File: config.mk
export PLATFORM = sky130hd
export DESIGN_NAME = chunked_addsub
export DESIGN_NICKNAME = d
export VERILOG_FILES = /design/src/rtl/chunked_addsub.sv
export SDC_FILE = /design/constraint.sdc
export NUM_CORES = 1
export LEC_CHECK = 0
export ABC_AREA = 0
export ABC_CLOCK_PERIOD_IN_PS = 2300
export BUFFER_PORTS_ARGS = -buffer_cell sky130_fd_sc_hd__buf_2
export CORE_MARGIN = 2
export CORE_UTILIZATION = 30
export DETAILED_ROUTE_END_ITERATION = 8
export PLACE_DENSITY = 0.52
export SKIP_CTS_REPAIR_TIMING = 1
export SLEW_MARGIN = 15
export SYNTH_ARGS = -nofsm -noshare
export SYNTH_HDL_FRONTEND = slang
export SYNTH_SLANG_ARGS = --single-unit
File: constraint.sdc
create_clock -name clk -period 2.3 [get_ports clk]
set_clock_uncertainty 0.1 [all_clocks]
set_input_delay 0.345 -clock clk [delete_from_list [all_inputs] [get_ports clk]]
set_output_delay 0.345 -clock clk [all_outputs]
set_load 0.01 [all_outputs]
File: src/rtl/chunked_addsub.sv
// Multi-cycle two's-complement adder/subtractor: a WIDTH-bit add or subtract
// handled CHUNK bits per clock, with the inter-chunk carry held in a register.
module chunked_addsub #(
  parameter int WIDTH = 16,
  parameter int CHUNK = 4
) (
  input  logic             clk,
  input  logic             rst_n,
  input  logic             start,
  input  logic             sub,
  input  logic [WIDTH-1:0] a,
  input  logic [WIDTH-1:0] b,
  output logic             busy,
  output logic             done,
  output logic [WIDTH-1:0] sum,
  output logic             carryout,
  output logic             overflow,
  output logic             zero
);

  localparam int NCHUNK = WIDTH / CHUNK;
  localparam int IDX_W  = (NCHUNK > 1) ? $clog2(NCHUNK) : 1;
  localparam logic [IDX_W-1:0] LAST_IDX = IDX_W'(NCHUNK - 1);

  typedef enum logic {
    IDLE,
    RUN
  } state_t;

  state_t           state_q, state_d;
  logic [WIDTH-1:0] op_a_q, op_a_d;
  logic [WIDTH-1:0] op_b_q, op_b_d;
  logic [WIDTH-1:0] acc_q, acc_d;
  logic [IDX_W-1:0] idx_q, idx_d;
  logic             carry_q, carry_d;
  logic             busy_q, busy_d;
  logic             done_q, done_d;
  logic [WIDTH-1:0] sum_q, sum_d;
  logic             carryout_q, carryout_d;
  logic             overflow_q, overflow_d;
  logic             zero_q, zero_d;

  logic [CHUNK-1:0] chunk_a;
  logic [CHUNK-1:0] chunk_b;
  logic [CHUNK-1:0] chunk_s;
  logic             chunk_c;
  logic             msb_cin;

  // Operands shift right one chunk per cycle and results shift in at the top,
  // so the active chunk always sits at [CHUNK-1:0] and no variable slicing is needed.
  always_comb begin
    chunk_a = op_a_q[CHUNK-1:0];
    chunk_b = op_b_q[CHUNK-1:0];
    {chunk_c, chunk_s} = {1'b0, chunk_a} + {1'b0, chunk_b} + {{CHUNK{1'b0}}, carry_q};
    // Carry into the chunk's top bit, recovered from its sum bit.
    msb_cin = chunk_s[CHUNK-1] ^ chunk_a[CHUNK-1] ^ chunk_b[CHUNK-1];
  end

  always_comb begin
    state_d    = state_q;
    op_a_d     = op_a_q;
    op_b_d     = op_b_q;
    acc_d      = acc_q;
    idx_d      = idx_q;
    carry_d    = carry_q;
    busy_d     = busy_q;
    done_d     = 1'b0;
    sum_d      = sum_q;
    carryout_d = carryout_q;
    overflow_d = overflow_q;
    zero_d     = zero_q;

    case (state_q)
      IDLE: begin
        if (start) begin
          state_d = RUN;
          busy_d  = 1'b1;
          op_a_d  = a;
          op_b_d  = b ^ {WIDTH{sub}};
          carry_d = sub;
          idx_d   = '0;
          acc_d   = '0;
        end
      end

      RUN: begin
        op_a_d  = op_a_q >> CHUNK;
        op_b_d  = op_b_q >> CHUNK;
        acc_d   = (acc_q >> CHUNK) | (WIDTH'(chunk_s) << (WIDTH - CHUNK));
        carry_d = chunk_c;
        if (idx_q == LAST_IDX) begin
          state_d    = IDLE;
          busy_d     = 1'b0;
          done_d     = 1'b1;
          idx_d      = '0;
          sum_d      = acc_d;
          carryout_d = chunk_c;
          overflow_d = msb_cin ^ chunk_c;
          zero_d     = (acc_d == '0);
        end else begin
          idx_d = idx_q + IDX_W'(1);
        end
      end

      default: begin
        state_d = IDLE;
        busy_d  = 1'b0;
      end
    endcase
  end

  always_ff @(posedge clk or negedge rst_n) begin
    if (!rst_n) begin
      state_q    <= IDLE;
      op_a_q     <= '0;
      op_b_q     <= '0;
      acc_q      <= '0;
      idx_q      <= '0;
      carry_q    <= 1'b0;
      busy_q     <= 1'b0;
      done_q     <= 1'b0;
      sum_q      <= '0;
      carryout_q <= 1'b0;
      overflow_q <= 1'b0;
      zero_q     <= 1'b0;
    end else begin
      state_q    <= state_d;
      op_a_q     <= op_a_d;
      op_b_q     <= op_b_d;
      acc_q      <= acc_d;
      idx_q      <= idx_d;
      carry_q    <= carry_d;
      busy_q     <= busy_d;
      done_q     <= done_d;
      sum_q      <= sum_d;
      carryout_q <= carryout_d;
      overflow_q <= overflow_d;
      zero_q     <= zero_d;
    end
  end

  assign busy     = busy_q;
  assign done     = done_q;
  assign sum      = sum_q;
  assign carryout = carryout_q;
  assign overflow = overflow_q;
  assign zero     = zero_q;

endmodule
Word level (Yosys, flattened, before mapping)
Index checks and enable logic that the tools add are counted.
{"block": "classes", "bitwise": 6, "add_sub_neg": 3, "n_reduce_logical": 3, "eq_ne": 3, "mux": 19}
{"operator": "$pmux W16 S2", "count": 3}
{"operator": "$mux W16", "count": 3}
{"operator": "$logic_not A16 Y1", "count": 1}
{"operator": "$or A12 B16 Y16", "count": 1}
{"operator": "$xor A16 B16 Y16", "count": 1}
{"operator": "$mux W1", "count": 7}
{"operator": "$pmux W1 S2", "count": 3}
{"operator": "$add A4 B4 Y5", "count": 1}
{"operator": "$add A5 B1 Y5", "count": 1}
{"operator": "$mux W2", "count": 2}
{"operator": "$pmux W2 S2", "count": 1}
{"operator": "$reduce_and A2 Y1", "count": 2}
{"operator": "$xor A1 B1 Y1", "count": 3}
{"operator": "$add A2 B1 Y2 const B", "count": 1}
{"operator": "$eq A2 B2 Y1 const B", "count": 1}
{"operator": "$ne A2 B1 Y1 const B", "count": 1}
{"operator": "$ne A2 B2 Y1 const B", "count": 1}
{"operator": "$not A1 Y1", "count": 1}
{"block": "totals", "regBits": 73, "input_bits": 36, "out_inout_bits": 21, "wordCells": 46}

Logic depth before layout (Yosys ltp)
Gate-level depths: netlist of the first run.
{"block": "logic_depth", "ltp_word": 5, "ltp_mapped": 8, "ltp_nobuf": 8}

Worst setup path before layout of the first run
Ideal clock, no wire load.
{"block": "synth_timing", "path_kind": "flip-flop to flip-flop", "startpoint": "register op_a_q[0]", "endpoint": "register overflow_q (netlist: overflow)", "setup_slack_ns": 0.269, "path_buffers": 0, "stages_incl_launch_ff": 9, "t_required_ns": 2.105, "setup_ns": 0.095, "synth_period_minus_slack_ns": 2.031, "arrival_time_ns": 1.836, "path_cell_list": "dfrtp_1 > inv_1 > fa_1 > inv_1 > fa_1 > a21o_2 > a211oi_1 > a211oi_1 > o31ai_1"}
{"block": "synth_via", "elab_chain_len": 5}
{"item": "start: declaration", "line": "31", "text": "logic [WIDTH-1:0] op_a_q, op_a_d;"}
{"item": "start signal: assignment", "line": "128", "text": "op_a_q <= op_a_d;"}
{"item": "$add A4 B4 Y5 (*)", "line": "54", "text": "{chunk_c, chunk_s} = {1'b0, chunk_a} + {1'b0, chunk_b} + {{CHUNK{1'b0}}, carry_q};"}
{"item": "$add A5 B1 Y5 (*)", "line": "54"}
{"item": "$xor A1 B1 Y1 (2 in a row)", "line": "56", "text": "msb_cin = chunk_s[CHUNK-1] ^ chunk_a[CHUNK-1] ^ chunk_b[CHUNK-1];"}
{"item": "$xor A1 B1 Y1 (*)", "line": "98", "text": "overflow_d = msb_cin ^ chunk_c;"}
{"item": "end signal: assignment", "line": "137", "text": "overflow_q <= overflow_d;"}
{"item": "end: declaration", "line": "40", "text": "logic overflow_q, overflow_d;"}
Mark *: on every way between the ends. The rest lies on a longest branch, timed or not.
A chain may end at the register's enable or synchronous reset.

Worst setup path in the final report of the first run
{"block": "layout_timing", "startpoint": "register op_b_q[0]", "endpoint": "register overflow_q (netlist: overflow)"}
{"block": "layout_via", "elab_chain_len": 5}
{"item": "start: declaration", "line": "32", "text": "logic [WIDTH-1:0] op_b_q, op_b_d;"}
{"item": "start signal: assignment", "line": "129", "text": "op_b_q <= op_b_d;"}
{"item": "$add A4 B4 Y5 (*)", "line": "54"}
{"item": "$add A5 B1 Y5 (*)", "line": "54"}
{"item": "$xor A1 B1 Y1 (2 in a row)", "line": "56"}
{"item": "$xor A1 B1 Y1 (*)", "line": "98"}
Marks and branches as above.

==> results of run 1 <==
area by class of cell:
type                       instances  area, sq um
fill                            1047         6490
sequential                        69         1730
multi-input combinational        202         1360
timing repair buffer              63          373
clock buffer                      14          173
tap                              136          170
inverter                           6         22.5
clock inverter                     1         5.00
worst max-delay path by stage:
stage                          startpoint                    to  cells past startpoint
CTS                 op_b_q[0]$_DFFE_PN0P_  overflow$_DFFE_PN0P_                      8
global route        op_a_q[0]$_DFFE_PN0P_      zero$_DFFE_PN0P_                      7
detailed placement  op_b_q[0]$_DFFE_PN0P_  overflow$_DFFE_PN0P_                      8
global placement    op_a_q[0]$_DFFE_PN0P_  overflow$_DFFE_PN0P_                      8
finish              op_b_q[0]$_DFFE_PN0P_  overflow$_DFFE_PN0P_                      8
floorplan           op_a_q[0]$_DFFE_PN0P_  overflow$_DFFE_PN0P_                      8
power groups by stage:
stage               logic (mW)  clock network, mW  registers [mW]
floorplan                 1.21                  0            2.01
global placement          1.72                  0            2.02
detailed placement        1.77                  0            2.04
CTS                       1.77              0.931            2.02
global route              2.01              0.971            2.09
finish                    1.76              0.905            2.01
cells in the final DEF (no fill, tap or decap):
cell | netlist | final
a211oi_2 | 0 | 1
nand4_1 | 1 | 1
and2_4 | 1 | 1
nor2_1 | 12 | 12
inv_1 | 6 | 6
a21boi_0 | 1 | 1
clkinv_2 | 0 | 1
ha_1 | 4 | 4
mux2i_1 | 19 | 19
buf_2 | 6 | 56
or3_4 | 1 | 1
clkbuf_8 | 0 | 12
mux2_4 | 1 | 1
mux2_2 | 13 | 13
nand3_1 | 1 | 1
nor4_1 | 2 | 2
a21oi_1 | 3 | 3
xnor2_1 | 18 | 18
o21ai_0 | 45 | 45
o22ai_1 | 1 | 1
buf_4 | 1 | 3
and3b_1 | 1 | 1
nor4b_2 | 0 | 1
o211a_1 | 1 | 1
nor3b_1 | 1 | 1
a22o_1 | 5 | 5
or4_1 | 1 | 1
nand2_1 | 47 | 47
o21ai_1 | 1 | 1
fa_1 | 2 | 2
a21o_2 | 3 | 3
dfrtp_1 | 69 | 68
a211oi_1 | 7 | 6
dfrtp_2 | 0 | 1
buf_12 | 0 | 3
o31ai_1 | 1 | 1
clkbuf_1 | 13 | 2
dlygate4sd3_1 | 0 | 1
nand2b_1 | 8 | 8
metrics by stage:
step	cell area [sq um]	cells	util, %
after global placement	3630	475	35.2
after global routing	3830	491	37.1
after detailed placement	3630	475	35.2
final	3830	491	37.1
after floorplan	3180	297	-
after CTS	3810	490	36.9
worst reg2reg max path, cell delays in order, from the launching register on:
cell and delay [ns]:
dfrtp_1 0.38, inv_1 0.08, fa_1 0.18, inv_1 0.05, fa_1 0.42, a21o_2 0.25
a211oi_2 0.26, a211oi_1 0.09, o31ai_1 0.24
kinds of logic (layout without fill, tap and decap cells):
logic type,after synthesis,count (layout),synth area share [%]
muxes,33,33,11.0
adders and majority gates,6,6,2.83
DFF,69,69,54.3
xor gates and xnor gates,18,18,4.95
AOI/OAI and AO/OA,68,68,12.5
buffers and inverters,26,84,3.42
and+or+nand+nor,77,77,10.9
metal layers:
metal  global-route usage (%)  vias up  wire length, um
li1                         -     1132                -
met1                     16.9     1037             3160
met2                     19.9       55             2880
met3                     3.40       13              318
met4                     4.92        0              126
met5                        0        -                0
sequential cells by signal, summed over array words and instances, names as in the netlist:
register / cells
state_q: 1
idx_q: 2
op_a_q: 16
overflow: 1
zero: 1
carry_q: 1
op_b_q: 16
busy: 1
done: 1
acc_q: 12
carryout: 1
sum: 16
==> metrics.log, run 1 <==
[metrics] DRC errors left: 0
[metrics] clock-pin slew on the worst setup and hold paths: 0.07 ns
[metrics] Yosys cell types: 33
[metrics] number of vias per cell after detailed routing: 4.56
[metrics] cell area after synthesis: 3180 sq um
[metrics] placeable core region: 10,300 sq um
[metrics] worst slack on hold paths: 0.145 ns
[metrics] Post-Route Setup TNS: 0 ns
[metrics] area delta synth->final: 20.3%
[metrics] most common flop cell mapped by yosys: dfrtp_1
[metrics] pin count of the biggest net entering global routing: 81
[metrics] number of ports placed on the die boundary: 57
[metrics] startpoint of the most critical hold path: a[12]
[metrics] final critical delay including setup and external delays: 2.14 ns
[metrics] global-route wire length before repair: 11.4 mm
[metrics] vias in the first global route: 2,303
[metrics] Max Buffers Root-to-Sink: 2
[metrics] family with the most delay on the worst path: compound AO/OA/AOI/OAI gates
[metrics] internal power: 3.03 mW
[metrics] Final ANT Viol Nets: 0
[metrics] data arrival time at the worst-slack endpoint: 2.28 ns
[metrics] Initial Utilization: 30.8%
[metrics] pre-CTS worst setup slack: 0.119 ns
[metrics] Antenna Cells: 0
[metrics] most common cell in the synthesized netlist: dfrtp_1
[metrics] Worst-Skew Late Latency: 0.34 ns
[metrics] height of the die: 107 um
[metrics] Post-layout nets: 393
[metrics] buffer type at the clock tree root: clkbuf_8
[metrics] area share of the largest cell type after synthesis: 54.3%
[metrics] r2r setup slk: 0.16 ns
[metrics] largest fanout of any net on the critical path: 3
[metrics] most numerous cell types in the synthesized netlist: 69 x dfrtp_1, 47 x nand2_1, 45 x o21ai_0
[metrics] share of final-layout standard cells stronger than drive strength 1: 27.3%
[metrics] H-Tree Level Count: 3
[metrics] post-route clock period utilization: 92.9%
[metrics] power per cell area: 1220 nW/um^2
[metrics] post-synthesis sequential element count: 69
[metrics] worst hold path stage count: 3
[metrics] unrepaired setup endpoints after global routing: no
[metrics] global placer's final weighted congestion: 0.748
[metrics] aggregate global routing overflow: 0
[metrics] Slowest cell on crit path: fa_1
[metrics] CP required: 2.45 ns
[metrics] Switching Power: 1.65 mW
[metrics] fmax: 468 MHz
[metrics] overall global routing resource usage: 12.7%
[metrics] maximum capacitance violations: 0
[metrics] Worst Setup Path Type: flop to flop
[metrics] clock tree from TritonCTS: built
[metrics] number of rows in the core area: 37
[metrics] total detailed-routing wirelength: 6.49 mm
[metrics] initial antenna violation count: 0
[metrics] worst reg2reg path startpoint: op_b_q[0]$_DFFE_PN0P_
[metrics] syn avg cell area: 10.7 sq um
[metrics] clock power share: 19.4%
[metrics] number of enable-type register cells in the synthesized netlist: 0
[metrics] pin slew with the least headroom to its limit: 0.714 ns
[metrics] Worst Slack Setup Final: 0.163 ns
[metrics] Worst Hold Path EP: op_a_q[12]$_DFFE_PN0P_
[metrics] CP Launch Type: flop
[metrics] routed vias: 2,237
[metrics] most area-hungry cell type in the Yosys netlist: dfrtp_1
[metrics] reg2reg end: overflow$_DFFE_PN0P_
[metrics] max-slew headroom at the worst pin: 52.4%
[metrics] Overall Power: 4.68 mW
[metrics] synth top area cells: dfrtp_1 54%, o21ai_0 7.1%, mux2i_1 6.0%, nand2_1 5.5%, xnor2_1 5.0%
[metrics] warnings from Yosys: 0
[metrics] final routed wire length divided by cell count: 13.2 um
[metrics] hold violation total from the final report: 0
[metrics] Sequential Power Share: 42.9%
[metrics] cells along the critical path: inv_1, fa_1, inv_1, fa_1, a21o_2, a211oi_2, a211oi_1, o31ai_1
[metrics] combinational share of power: 37.7%
[metrics] TritonCTS Buffers: 9
[metrics] first-pass iteration count of the detailed router: 4
[metrics] Final Setup Violations: 0
[metrics] largest vdd supply drop: 0.000536 V
[metrics] number of max-slew violations in the final report: 0
[metrics] number of DRC markers in iteration 0: 77
[metrics] type of the tightest min-delay check: primary input to flop
[metrics] Leakage Power: 1.84 nW
[metrics] Worst setup EP type: flop
[metrics] critical path buffer and inverter count: 2
[metrics] number of clock sinks: 69
[metrics] Slowest Stage Delay on Critical Path: 0.41 ns
[metrics] status: complete, no violations
[metrics] fraction of registers with async set or reset after synthesis: 100%
[metrics] count of input and output buffers: 56
[metrics] width of the chip: 107 um
[metrics] switching share of total power: 35.3%
[metrics] Die ar.: 11,400 sq um
[metrics] Syn Nets: 339
[metrics] Reg2Reg Depth: 8
[metrics] number of instances in the synthesized netlist: 297
[metrics] sequential fraction of the synthesis area: 54.3%
[metrics] Detailed Place HPWL: 4.57 mm
No activity file was read; power rests on OpenSTA's default activity.
==> run 2, diff against run 1 <==
--- a/config.mk
+++ b/config.mk
@@ -6,7 +6,7 @@
 export NUM_CORES = 1
 export LEC_CHECK = 0
 export ABC_AREA = 0
-export ABC_CLOCK_PERIOD_IN_PS = 2300
+export ABC_CLOCK_PERIOD_IN_PS = 2410
 export BUFFER_PORTS_ARGS = -buffer_cell sky130_fd_sc_hd__buf_2
 export CORE_MARGIN = 2
 export CORE_UTILIZATION = 30
==> constraint.sdc (replaced) <==
create_clock -name clk -period 2.41 [get_ports clk]
set_clock_uncertainty 0.1 [all_clocks]
set_input_delay 0.3615 -clock clk [delete_from_list [all_inputs] [get_ports clk]]
set_output_delay 0.3615 -clock clk [all_outputs]
set_load 0.01 [all_outputs]
==> metrics.log, run 2 (same netlist as run 1, synthesis figures left out) <==
[metrics] Leakage Power: 1.86 nW
[metrics] vias in the first global route: 2,256
[metrics] Slowest cell on crit path: fa_1
[metrics] number of rows in the core area: 37
[metrics] instance area after placement: 3620 sq um
[metrics] number of max-slew violations in the final report: 0
[metrics] placeable core region: 10,300 sq um
[metrics] Antenna Cells: 0
[metrics] Worst setup EP type: flop
[metrics] r2r setup slk: 0.23 ns
[metrics] H-Tree Level Count: 3
[metrics] hold violation total from the final report: 0
[metrics] cells along the critical path: inv_1, fa_1, inv_1, fa_1, a21o_2, a211oi_1, a211oi_1, o31ai_1
[metrics] clock tree from TritonCTS: built
[metrics] Slowest Stage Delay on Critical Path: 0.42 ns
[metrics] share of final-layout standard cells stronger than drive strength 1: 27.7%
[metrics] type of the tightest min-delay check: primary input to flop
[metrics] area delta synth->final: 20.8%
[metrics] pin count of the biggest net entering global routing: 72
[metrics] DRC errors left: 0
[metrics] internal power: 2.96 mW
[metrics] top library cells by usage in the layout, fill and taps aside: 68 x dfrtp_1, 56 x buf_2, 47 x nand2_1
[metrics] number of standard cells in the final layout excluding fillers: 493
[metrics] CP required: 2.55 ns
[metrics] critical path buffer and inverter count: 2
[metrics] Final Setup Violations: 0
[metrics] number of ports placed on the die boundary: 57
[metrics] power per cell area: 1180 nW/um^2
[metrics] total detailed-routing wirelength: 6.40 mm
[metrics] Initial Utilization: 30.8%
[metrics] Worst-Skew Late Latency: 0.34 ns
[metrics] aggregate global routing overflow: 0
[metrics] Overall Power: 4.55 mW
[metrics] height of the die: 107 um
[metrics] fmax: 459 MHz
[metrics] post-route clock period utilization: 90.3%
[metrics] most frequent standard cell in the layout excluding fill and tap cells: dfrtp_1
[metrics] number of vias per cell after detailed routing: 4.54
[metrics] clock-pin slew on the worst setup and hold paths: 0.08 ns
[metrics] data arrival time at the worst-slack endpoint: 2.32 ns
[metrics] Post-Route Setup TNS: 0 ns
[metrics] CP Launch Type: flop
[metrics] TritonCTS Buffers: 9
[metrics] global placer's final weighted congestion: 0.755
[metrics] finished layout cell area: 3840 sq um
[metrics] initial antenna violation count: 0
[metrics] Post-layout nets: 394
[metrics] Placed Cells incl. Taps: 476
[metrics] Switching Power: 1.59 mW
[metrics] Sequential Power Share: 42.4%
[metrics] Final ANT Viol Nets: 0
[metrics] overall global routing resource usage: 12.5%
[metrics] largest vdd supply drop: 0.000483 V
[metrics] final critical delay including setup and external delays: 2.18 ns
[metrics] combinational share of power: 36.1%
[metrics] pin slew with the least headroom to its limit: 0.761 ns
[metrics] global-route wire length before repair: 11.1 mm
[metrics] Worst Setup Path Type: flop to flop
[metrics] family with the most delay on the worst path: compound AO/OA/AOI/OAI gates
[metrics] final routed wire length divided by cell count: 13.0 um
[metrics] number of clock sinks: 69
[metrics] Die ar.: 11,400 sq um
[metrics] unrepaired setup endpoints after global routing: no
[metrics] buffer type at the clock tree root: clkbuf_8
[metrics] clock power share: 21.5%
[metrics] status: complete, no violations
[metrics] routed vias: 2,239
[metrics] max-slew headroom at the worst pin: 49.3%
[metrics] number of DRC markers in iteration 0: 64
[metrics] switching share of total power: 35.0%
[metrics] Max Buffers Root-to-Sink: 2
[metrics] width of the chip: 107 um
[metrics] largest fanout of any net on the critical path: 3
[metrics] maximum capacitance violations: 0
[metrics] first-pass iteration count of the detailed router: 4
[metrics] count of input and output buffers: 56
[metrics] Detailed Place HPWL: 4.44 mm
==> run 2: path summary, 6_finish.rpt <==
check / start / cells past startpoint / endpoint
max: op_a_q[0]$_DFFE_PN0P_ / 8 / overflow$_DFFE_PN0P_
min: a[13] / 3 / op_a_q[13]$_DFFE_PN0P_
max reg2reg: op_a_q[0]$_DFFE_PN0P_ / 8 / overflow$_DFFE_PN0P_
min reg2reg: overflow$_DFFE_PN0P_ / 2 / overflow$_DFFE_PN0P_
max in group asynchronous: rst_n / 3 / op_a_q[9]$_DFFE_PN0P_
min in group asynchronous: rst_n / 2 / sum[9]$_DFFE_PN0P_
==> run 2: power by group through the flow <==
stage | combinational (mW) | sequential, mW | clock (mW)
3_3_place_gp | 1.62 | 1.95 | 0
3_5_place_dp | 1.67 | 1.96 | 0
5_1_grt | 1.87 | 2.00 | 1.06
2_1_floorplan | 1.15 | 1.92 | 0
6_report | 1.64 | 1.93 | 0.977
4_1_cts | 1.67 | 1.94 | 1.01
==> run 2: routing by layer <==
layer  vias up  GRT usage, %  part of all wire (%)
li1       1132             -                     -
met1      1050          16.4                    49
met2        53          19.7                    46
met3         4          3.77                   4.2
met4         0          4.36                  0.64
met5         -             0                     0
==> run 2: stage by stage <==
| stage | utilization (%) | hold slack (ns) | worst slack [ns] |
|---|---|---|---|
| after global routing | 37.2 | 0.180 | 0.0236 |
| after detailed placement | 35.1 | 0.323 | 0.235 |
| after CTS | 37.1 | -0.0594 | 0.207 |
| final | 37.2 | 0.160 | 0.233 |
| after floorplan | - | -0.0341 | 0.379 |
| after global placement | 35.1 | 0.328 | 0.293 |
==> run 2: area by class of cell <==
cell class,instances,area [sq um]
clock buffers,11,151
repair buffers,64,368
inverters,6,22.5
fillers,1050,6480
clock inverters,5,57.6
flip-flops and latches,69,1730
well taps,136,170
multi-input cells,202,1350
==> run 2: worst register-to-register path: stages (launching register included) <==
cell and delay (ns):
dfrtp_1 0.38, inv_1 0.08, fa_1 0.19, inv_1 0.05, fa_1 0.42, a21o_2 0.24
a211oi_1 0.30, a211oi_1 0.09, o31ai_1 0.23
==> run 3, diff against run 2 <==
--- a/config.mk
+++ b/config.mk
@@ -12,6 +12,7 @@
 export CORE_UTILIZATION = 30
 export DETAILED_ROUTE_END_ITERATION = 8
 export PLACE_DENSITY = 0.52
+export SETUP_SLACK_MARGIN = 0.4
 export SKIP_CTS_REPAIR_TIMING = 1
 export SLEW_MARGIN = 15
 export SYNTH_ARGS = -nofsm -noshare
==> metrics.log, run 3 (same netlist as run 1, synthesis figures left out) <==
[metrics] status: complete, no violations
[metrics] placeable core region: 10,300 sq um
[metrics] Worst Setup Path Type: flop to flop
[metrics] finished layout cell area: 3910 sq um
[metrics] final-layout fill cell count: 1,035
[metrics] share of final-layout standard cells stronger than drive strength 1: 30.0%
[metrics] CP required: 2.53 ns
[metrics] width of the chip: 107 um
[metrics] max-slew headroom at the worst pin: 53.1%
[metrics] largest vdd supply drop: 0.000472 V
[metrics] pin count of the biggest net entering global routing: 81
[metrics] final critical delay including setup and external delays: 1.98 ns
[metrics] Overall Power: 4.72 mW
[metrics] Post-Route Setup TNS: 0 ns
[metrics] final routed wire length divided by cell count: 12.8 um
[metrics] Antenna Cells: 0
[metrics] global placer's final weighted congestion: 0.761
[metrics] Final Setup Violations: 0
[metrics] Final Core Density: 37.8%
[metrics] CP Launch Type: flop
[metrics] Detailed Place HPWL: 4.32 mm
[metrics] aggregate global routing overflow: 0
[metrics] TritonCTS Buffers: 9
[metrics] maximum capacitance violations: 0
[metrics] total detailed-routing wirelength: 6.30 mm
[metrics] unrepaired setup endpoints after global routing: yes
[metrics] Worst-Skew Late Latency: 0.34 ns
[metrics] Sequential Power Share: 40.8%
[metrics] number of rows in the core area: 37
[metrics] H-Tree Level Count: 3
[metrics] clock power share: 22.8%
[metrics] Worst Slack Setup Final: 0.426 ns
[metrics] power per cell area: 1210 nW/um^2
[metrics] post-route clock period utilization: 82.3%
[metrics] top library cells by usage in the layout, fill and taps aside: 68 x dfrtp_1, 56 x buf_2, 47 x nand2_1
[metrics] instance area after placement: 3630 sq um
[metrics] Reg2Reg Depth: 5
[metrics] type of the tightest min-delay check: primary input to flop
[metrics] met2 track demand over resource: 19.2%
[metrics] buffer type at the clock tree root: clkbuf_8
[metrics] Worst setup EP type: flop
[metrics] clock-pin slew on the worst setup and hold paths: 0.08 ns
[metrics] count of input and output buffers: 56
[metrics] Switching Power: 1.61 mW
[metrics] overall global routing resource usage: 12.5%
[metrics] global-route wire length before repair: 11.1 mm
[metrics] startpoint of the most critical hold path: a[13]
[metrics] height of the die: 107 um
[metrics] Max Buffers Root-to-Sink: 2
[metrics] number of clock sinks: 69
[metrics] combinational share of power: 36.4%
[metrics] worst reg2reg path startpoint: op_a_q[2]$_DFFE_PN0P_
[metrics] number of DRC markers in iteration 0: 54
[metrics] pre-CTS worst setup slack: 0.306 ns
[metrics] Worst Hold Path EP: op_a_q[13]$_DFFE_PN0P_
[metrics] most frequent standard cell in the layout excluding fill and tap cells: dfrtp_1
[metrics] number of ports placed on the die boundary: 57
[metrics] initial antenna violation count: 0
[metrics] Leakage Power: 1.87 nW
[metrics] r2r setup slk: 0.43 ns
[metrics] DRC errors left: 0
[metrics] clock tree from TritonCTS: built
[metrics] Post-layout nets: 394
[metrics] hold violation total from the final report: 0
[metrics] internal power: 3.11 mW
[metrics] Final ANT Viol Nets: 0
[metrics] Initial Utilization: 30.8%
[metrics] source of the critical timing path: op_a_q[2]$_DFFE_PN0P_
[metrics] first-pass iteration count of the detailed router: 5
[metrics] area delta synth->final: 22.7%
[metrics] routed vias: 2,195
[metrics] data arrival time at the worst-slack endpoint: 2.11 ns
[metrics] number of max-slew violations in the final report: 0
[metrics] GRT Max-Usage Layer: met2
[metrics] largest fanout of any net on the critical path: 5
[metrics] reg2reg end: sum[15]$_DFFE_PN0P_
[metrics] pin slew with the least headroom to its limit: 0.704 ns
[metrics] grt met1 use: 16.9%
[metrics] vias in the first global route: 2,220
[metrics] fmax: 504 MHz
[metrics] met3 Resource Use GR: 4.44%
[metrics] Die ar.: 11,400 sq um
[metrics] number of vias per cell after detailed routing: 4.45
[metrics] worst hold path stage count: 3
[metrics] switching share of total power: 34.0%
[run 3: cell count changes in the layout (fill, tap and decap cells not counted), sizes merged]
cell      delta
clkinvlp     +1
bufinv       +1
clkinv       -2
[run 3: worst max-delay path: stages (launching register included)]
cell and delay [ns]:
dfrtp_1 0.39, ha_1 0.37, and3b_1 0.20, or3_4 0.38, and2_4 0.18, mux2_4 0.25
[run 3: metrics by stage]
| stage | hold WS, ns | instances |
|---|---|---|
| 2_1_floorplan | -0.0341 | 297 |
| 3_3_place_gp | 0.301 | 474 |
| 3_5_place_dp | 0.297 | 474 |
| 4_1_cts | -0.0887 | 490 |
| 5_1_grt | 0.172 | 493 |
| 6_report | 0.159 | 493 |
[run 3: final cells by class]
cell class                 count  area (sq um)  share of cell area [%]
sequential                    69          1730                    44.2
multi-input combinational    202          1370                    35.1
timing repair buffer          64           380                    9.74
tap                          136           170                    4.36
clock buffer                  11           151                    3.88
clock inverter                 5          81.3                    2.08
inverter                       6          22.5                   0.577
[run 3: routing by layer]
layer,part of all wire (%),vias to the layer above
met5,0,-
met4,1.0,0
met3,5.1,5
met2,46,50
met1,48,1015
li1,-,1125
[run 3: worst max path at each step]
stage | to | slack (ns) | cells after the start
CTS | overflow$_DFFE_PN0P_ | 0.29 | 8
global route | overflow$_DFFE_PN0P_ | 0.31 | 8
floorplan | overflow$_DFFE_PN0P_ | 0.42 | 8
finish | sum[15]$_DFFE_PN0P_ | 0.43 | 5
detailed placement | overflow$_DFFE_PN0P_ | 0.31 | 8
global placement | overflow$_DFFE_PN0P_ | 0.34 | 8
[run 3: power groups by stage]
stage | Clock [mW] | Sequential, mW | Combinational, mW
2_1_floorplan | 0 | 1.92 | 1.17
3_3_place_gp | 0 | 1.93 | 1.63
3_5_place_dp | 0 | 1.94 | 1.67
4_1_cts | 1.12 | 1.92 | 1.68
5_1_grt | 1.17 | 2.00 | 1.96
6_report | 1.08 | 1.92 | 1.72
